===== config.mk =====
export PLATFORM = sky130hd
export DESIGN_NAME = ram_axis_streamer
export DESIGN_NICKNAME = d
export VERILOG_FILES = /design/src/rtl/ram_axis_streamer.sv
export SDC_FILE = /design/constraint.sdc
export NUM_CORES = 2
export LEC_CHECK = 0
export ABC_AREA = 0
export CORE_MARGIN = 4
export CORE_UTILIZATION = 53
export DETAILED_ROUTE_END_ITERATION = 6
export GPL_ROUTABILITY_DRIVEN = 0
export GPL_TIMING_DRIVEN = 0
export PLACE_DENSITY_LB_ADDON = 0.1
export SLEW_MARGIN = 30
export SYNTH_ARGS = -nofsm -noshare
export SYNTH_HDL_FRONTEND = slang
export SYNTH_MEMORY_MAX_BITS = 65536
export SYNTH_SLANG_ARGS = --single-unit

===== constraint.sdc =====
create_clock -name clk -period 35.2 [get_ports clk]
set_clock_uncertainty 0.2 [all_clocks]
set_input_delay 10.56 -clock clk [delete_from_list [all_inputs] [get_ports clk]]
set_output_delay 10.56 -clock clk [all_outputs]
set_load 0.01 [all_outputs]

===== src/rtl/ram_axis_streamer.sv =====
// rtl/ram_axis_streamer.sv - Streams SDP RAM words 0..DD-1 as one AXI4-Stream frame per start pulse
//
// Ports:
//   clk, reset        clock; synchronous active-high reset
//   start             one-cycle request to stream a frame
//   busy              high from accepted start until the final beat handshakes
//   done              one-cycle pulse the cycle after the TLAST handshake
//   start_err         one-cycle pulse when start arrives while busy or on the done cycle
//   addrb / dob       RAM read port; dob is valid RD_LATENCY cycles after addrb
//   M_AXIS_TDATA/TVALID/TLAST/TREADY   stream master output

module ram_axis_streamer #(
    parameter int DW         = 512,
    parameter int DD         = 16384,
    parameter int RD_LATENCY = 2,
    parameter int FIFO_DEPTH = 8
) (
    input  logic                  clk,
    input  logic                  reset,
    input  logic                  start,
    output logic                  busy,
    output logic                  done,
    output logic                  start_err,
    output logic [$clog2(DD)-1:0] addrb,
    input  logic [DW-1:0]         dob,
    output logic [DW-1:0]         M_AXIS_TDATA,
    output logic                  M_AXIS_TVALID,
    output logic                  M_AXIS_TLAST,
    input  logic                  M_AXIS_TREADY
);

    localparam int AW = $clog2(DD);
    localparam int PW = (FIFO_DEPTH > 1) ? $clog2(FIFO_DEPTH) : 1;
    localparam int CW = $clog2(FIFO_DEPTH + 1);
    // Wide enough for inflight (at most RD_LATENCY+1) plus a full FIFO.
    localparam int SW = $clog2(FIFO_DEPTH + RD_LATENCY + 2);

    typedef enum logic [1:0] {
        ST_IDLE,
        ST_READ,
        ST_DRAIN
    } state_t;

    state_t state_q, state_d;

    logic [AW-1:0] rd_addr_q, rd_addr_d;
    logic [AW-1:0] addrb_q, addrb_d;
    logic          busy_q, busy_d;
    logic          done_q, done_d;
    logic          start_err_q, start_err_d;

    // Tag stage 0 lines up with the registered addrb; stage RD_LATENCY lines
    // up with the cycle in which dob carries that address's data.
    logic [RD_LATENCY:0] tag_valid_q, tag_valid_d;
    logic [RD_LATENCY:0] tag_last_q, tag_last_d;

    logic [DW:0]   fifo_mem [FIFO_DEPTH];
    logic [PW-1:0] wr_ptr_q, wr_ptr_d;
    logic [PW-1:0] rd_ptr_q, rd_ptr_d;
    logic [CW-1:0] fifo_count_q, fifo_count_d;

    logic          issue;
    logic          issue_last;
    logic          accept;
    logic          push;
    logic          pop;
    logic          credit_ok;
    logic [SW-1:0] inflight;
    logic [DW:0]   fifo_head;

    function automatic logic [PW-1:0] ptr_inc(input logic [PW-1:0] p);
        return (p == PW'(FIFO_DEPTH - 1)) ? '0 : p + PW'(1);
    endfunction

    // ---------------- stream side ----------------
    assign fifo_head     = fifo_mem[rd_ptr_q];
    assign M_AXIS_TVALID = (fifo_count_q != '0);
    // Gated so the stream is all-zero whenever nothing is offered.
    assign M_AXIS_TDATA  = M_AXIS_TVALID ? fifo_head[DW-1:0] : '0;
    assign M_AXIS_TLAST  = M_AXIS_TVALID & fifo_head[DW];
    assign pop           = M_AXIS_TVALID & M_AXIS_TREADY;
    assign push          = tag_valid_q[RD_LATENCY];

    // ---------------- credit ----------------
    // Every issued read owns a FIFO slot from issue until it is popped, so
    // outstanding tags plus stored words must stay within FIFO_DEPTH. Pops in
    // the current cycle are not credited, which keeps the check off the
    // TREADY path while still allowing one read per cycle at full rate.
    always_comb begin
        inflight = '0;
        for (int i = 0; i <= RD_LATENCY; i++) begin
            inflight = inflight + SW'(tag_valid_q[i]);
        end
    end

    assign credit_ok = (inflight + SW'(fifo_count_q)) < SW'(FIFO_DEPTH);

    // ---------------- control FSM ----------------
    // The done cycle still counts as busy for start acceptance.
    assign accept = start && (state_q == ST_IDLE) && !done_q;

    always_comb begin
        state_d     = state_q;
        rd_addr_d   = rd_addr_q;
        addrb_d     = addrb_q;
        busy_d      = busy_q;
        done_d      = 1'b0;
        start_err_d = start && !accept;
        issue       = 1'b0;
        issue_last  = 1'b0;

        case (state_q)
            ST_IDLE: begin
                if (accept) begin
                    // Word 0 is issued on the accepting edge so addrb=0 is
                    // presented the very next cycle.
                    issue     = 1'b1;
                    addrb_d   = '0;
                    rd_addr_d = AW'(1);
                    busy_d    = 1'b1;
                    state_d   = ST_READ;
                end
            end

            ST_READ: begin
                if (credit_ok) begin
                    issue   = 1'b1;
                    addrb_d = rd_addr_q;
                    if (rd_addr_q == AW'(DD - 1)) begin
                        issue_last = 1'b1;
                        rd_addr_d  = '0;
                        state_d    = ST_DRAIN;
                    end else begin
                        rd_addr_d = rd_addr_q + AW'(1);
                    end
                end
            end

            ST_DRAIN: begin
                // The tagged-last word is the final FIFO entry, so its
                // handshake also means the FIFO is now empty.
                if (pop && fifo_head[DW]) begin
                    busy_d  = 1'b0;
                    done_d  = 1'b1;
                    state_d = ST_IDLE;
                end
            end

            default: begin
                state_d = ST_IDLE;
            end
        endcase
    end

    // ---------------- read pipeline and FIFO bookkeeping ----------------
    always_comb begin
        tag_valid_d  = {tag_valid_q[RD_LATENCY-1:0], issue};
        tag_last_d   = {tag_last_q[RD_LATENCY-1:0], issue_last};
        wr_ptr_d     = push ? ptr_inc(wr_ptr_q) : wr_ptr_q;
        rd_ptr_d     = pop ? ptr_inc(rd_ptr_q) : rd_ptr_q;
        fifo_count_d = fifo_count_q;
        case ({push, pop})
            2'b10:   fifo_count_d = fifo_count_q + CW'(1);
            2'b01:   fifo_count_d = fifo_count_q - CW'(1);
            default: fifo_count_d = fifo_count_q;
        endcase
    end

    always_ff @(posedge clk) begin
        if (reset) begin
            state_q      <= ST_IDLE;
            rd_addr_q    <= '0;
            addrb_q      <= '0;
            busy_q       <= 1'b0;
            done_q       <= 1'b0;
            start_err_q  <= 1'b0;
            tag_valid_q  <= '0;
            tag_last_q   <= '0;
            wr_ptr_q     <= '0;
            rd_ptr_q     <= '0;
            fifo_count_q <= '0;
        end else begin
            state_q      <= state_d;
            rd_addr_q    <= rd_addr_d;
            addrb_q      <= addrb_d;
            busy_q       <= busy_d;
            done_q       <= done_d;
            start_err_q  <= start_err_d;
            tag_valid_q  <= tag_valid_d;
            tag_last_q   <= tag_last_d;
            wr_ptr_q     <= wr_ptr_d;
            rd_ptr_q     <= rd_ptr_d;
            fifo_count_q <= fifo_count_d;
        end
    end

    // Storage needs no reset: entries are only read while fifo_count_q != 0.
    always_ff @(posedge clk) begin
        if (push) begin
            fifo_mem[wr_ptr_q] <= {tag_last_q[RD_LATENCY], dob};
        end
    end

    assign addrb     = addrb_q;
    assign busy      = busy_q;
    assign done      = done_q;
    assign start_err = start_err_q;

    // A push into a full FIFO without a simultaneous pop would lose a word.
    push_never_overflows: assert property (@(posedge clk) disable iff (reset)
        !(push && !pop && (fifo_count_q == CW'(FIFO_DEPTH))));

endmodule

==> impl_metrics.env <==
export IMPL_layout_drive_gt1_share=0.254
export IMPL_fin_crit_sh=0.435
export IMPL_synth_seq_area_share=0.789
export IMPL_nets=9194
export IMPL_core_region_area_sq_um=295000
export IMPL_yosysWarnings=0
export IMPL_grt_pass1_vias=78900
export IMPL_drc=0
export IMPL_synth_cells=6781
export IMPL_htreeDepth=5
export IMPL_cts_tree="done"
export IMPL_grt_overflow=0
export IMPL_track_usage=0.257
export IMPL_synth_area_sq_um=158000
export IMPL_grt_max_degree=19
export IMPL_wl_um=394000
export IMPL_clockRootBuffer="clkbuf_16"
export IMPL_cts_resized=0
export IMPL_initialDrtViolationCount=7944
export IMPL_ant_nets=0
export IMPL_synth_ff_type="edfxtp_1"
export IMPL_synth_area_leaders="edfxtp_1, mux4_2, mux2i_1, nor2_1, dfxtp_1"
export IMPL_crit_type="flop to output pin"
export IMPL_worstSetupEndpointType="output pin"
export IMPL_antenna_found_initial=194
export IMPL_cp_slowest_cell="buf_2"
export IMPL_cts_path_max_buffers=4
export IMPL_tightest_slew_ns=0.909
export IMPL_fp_row_count=199
export IMPL_layout_commonest_cell="edfxtp_1"
export IMPL_hold_class="flop to flop"
export IMPL_critPathMaxStageDelay_ns=0.72
export IMPL_cp_arrival_ns=4.54
export IMPL_path_cells="buf_2 > buf_2 > buf_1 > mux4_2 > mux2i_1 > nor2_1 > clkdlybuf4s50_1"
export IMPL_vias_per_cell=5.86
export IMPL_hold_buffers=0
export IMPL_dpl_cell_area_sq_um=181000
export IMPL_setup_viol=0
export IMPL_synth_seq_cells=4156
export IMPL_syn_nets=7308
export IMPL_hpwlAfterDp_um=275000
export IMPL_hold_violations=0
export IMPL_final_cell_mix="edfxtp_1, clkdlybuf4s50_1, mux4_2"
export IMPL_critPathBufInv=4
export IMPL_firstDrtPassIters=6
export IMPL_synth_top_area_share=0.782
export IMPL_start_util=0.534
export IMPL_syn_area_per_cell_sq_um=23.2
export IMPL_cellPowerDensity_nw_per_um2=60.8
export IMPL_synth_cell_type_count=50
export IMPL_area_growth_synth_to_final_pct=23.4
export IMPL_dieArea_sq_um=306000
export IMPL_tns_ns=0
export IMPL_grt_pass1_wl_um=566000
export IMPL_crit_required_ns=24.44
export IMPL_avgRoutedWirePerCell_um=30.3
export IMPL_clock_latency_ns=0.93
export IMPL_status="finished clean"
export IMPL_p_leak_uw=0.0601
export IMPL_ios=1047
export IMPL_ff_latch_area_sq_um=124000
export IMPL_rsz0062_at_grt="no"
export IMPL_finalMaxSlewViolations=0
export IMPL_critical_path_max_fanout=10
export IMPL_dpl_cell_count=12200
export IMPL_multi_input_area_sq_um=31500
export IMPL_clkTransAtPathRegs_ns=0.06
export IMPL_timing_fmax_mhz=65.4
export IMPL_cts_setup_buffers=0
export IMPL_cap_viol_max_count=0
export IMPL_relSlewSlack=0.394
export IMPL_min_period_ns=15.30
export IMPL_synth_async_reset_ratio=0
export IMPL_cp_start_kind="flop"
export IMPL_crit_top_cell="buf_2"
export IMPL_fin_area_sq_um=194000
export IMPL_io_buffers=1046
export IMPL_die_h_um=553
export IMPL_clock_sinks=4156
export IMPL_critPathTopFamily="buffers and inverters"
export IMPL_die_x_um=553
export IMPL_layout_cells_non_filler=13000
export IMPL_cts_buffers_inserted=417
export IMPL_synth_edf_count=4104
export IMPL_yosysTopAreaCell="edfxtp_1"
export IMPL_dr_total_vias=76300
export IMPL_ir_drop_v=0.0000510
export IMPL_fillers=19200
==> synth_stat cells (2+ instances only) <==
cell type,number
nand2_1,35
o211ai_1,3
buf_2,157
buf_1,37
o21a_1,2
a21o_1,3
inv_1,11
buf_4,76
mux4_2,1024
clkbuf_1,81
and2_1,2
nor2_1,542
nor3_1,12
a21oi_1,25
or3_1,2
dfxtp_1,52
nand3_1,24
edfxtp_1,4104
nor2_2,2
ha_1,9
a311oi_1,2
xor2_1,3
nand4_1,4
o311ai_1,2
o31ai_1,6
nand2b_1,5
nor2b_1,6
nor4_1,2
o21ai_0,8
fa_1,2
mux2i_1,517
nand3b_1,3
==> per-layer routing <==
metal,wire (um),GRT usage,vias up,part of all wire
met2,188000,0.401,2857,0.48
li1,-,-,32400,-
met5,791,0,-,0.0020
met1,154000,0.346,40200,0.39
met3,37300,0.0810,721,0.095
met4,14300,0.0905,124,0.036
==> path summary, 6_finish.rpt <==
check,startpoint,to,slack [ns],depth (start not counted)
hold / removal,tag_last_q[0],tag_last_q[1],0.26,1
setup / recovery,flop,M_AXIS_TDATA[408],19.90,7
hold reg to reg,tag_last_q[0],tag_last_q[1],0.26,1
setup reg to reg,tag_valid_q[2],fifo_mem[0][264],30.45,18
==> cell type report <==
class / count / share of cell area
antenna: 88 / 0.00113
buffer: 352 / 0.00933
clock buffer: 491 / 0.0556
clock inverter: 276 / 0.0135
inverter: 11 / 0.000212
multi-input combinational: 2262 / 0.162
sequential: 4156 / 0.639
tap: 3919 / 0.0252
timing repair buffer: 1467 / 0.0937
==> flip-flops by register name (all words and copies together) (netlist names), 2 cells and up, named ones only <==
name and flops:
tag_last_q 3, fifo_mem 4104, fifo_count_q 4, wr_ptr_q 3
state_q 2, addrb 14, rd_ptr_q 3, rd_addr_q 14
tag_valid_q 3
==> cells by family (layout without fill, tap and decap cells) <==
logic type / after synthesis / in the layout / synth area share
multiplexers: 1541 / 1541 / 0.179
adder cells (fa/ha/maj): 11 / 11 / 0.000969
XOR/XNOR: 4 / 4 / 0.000222
AND/OR/NAND/NOR: 649 / 649 / 0.0166
AO/OA/AOI/OAI: 57 / 57 / 0.00238
other: 0 / 88 / 0
buffers and inverters: 363 / 2597 / 0.0118
flip-flops: 4156 / 4156 / 0.789
==> stage by stage <==
step / power [uW] / setup WS (ns) / hold WS [ns] / utilization
detailed placement: 7620 / 20.72 / 0.241 / 0.613
floorplan: 6640 / -2.05 / 0.214 / -
finish: 11800 / 19.90 / 0.258 / 0.659
global route: 12300 / 19.67 / 0.277 / 0.659
global placement: 7650 / -40.70 / 0.249 / 0.587
CTS: 11900 / 19.66 / 0.260 / 0.659
==> worst register-to-register path: stages (launching register included) <==
cell	delay, ns
dfxtp_1	0.45
nand2b_1	0.27
nor3_2	0.35
buf_4	0.27
buf_4	0.21
buf_4	0.20
buf_4	0.21
buf_6	0.15
buf_4	0.17
buf_4	0.19
buf_6	0.16
buf_4	0.20
buf_4	0.21
buf_4	0.22
buf_4	0.22
buf_4	0.21
buf_4	0.20
buf_4	0.21
buf_4	0.17
==> where the power goes <==
| group | total [uW] | switching (uW) | internal [uW] |
|---|---|---|---|
| Clock | 4330 | 1830 | 2500 |
| Combinational | 2020 | 1070 | 947 |
| Sequential | 5470 | 7.27 | 5460 |
No activity file was read; power rests on OpenSTA's default activity.
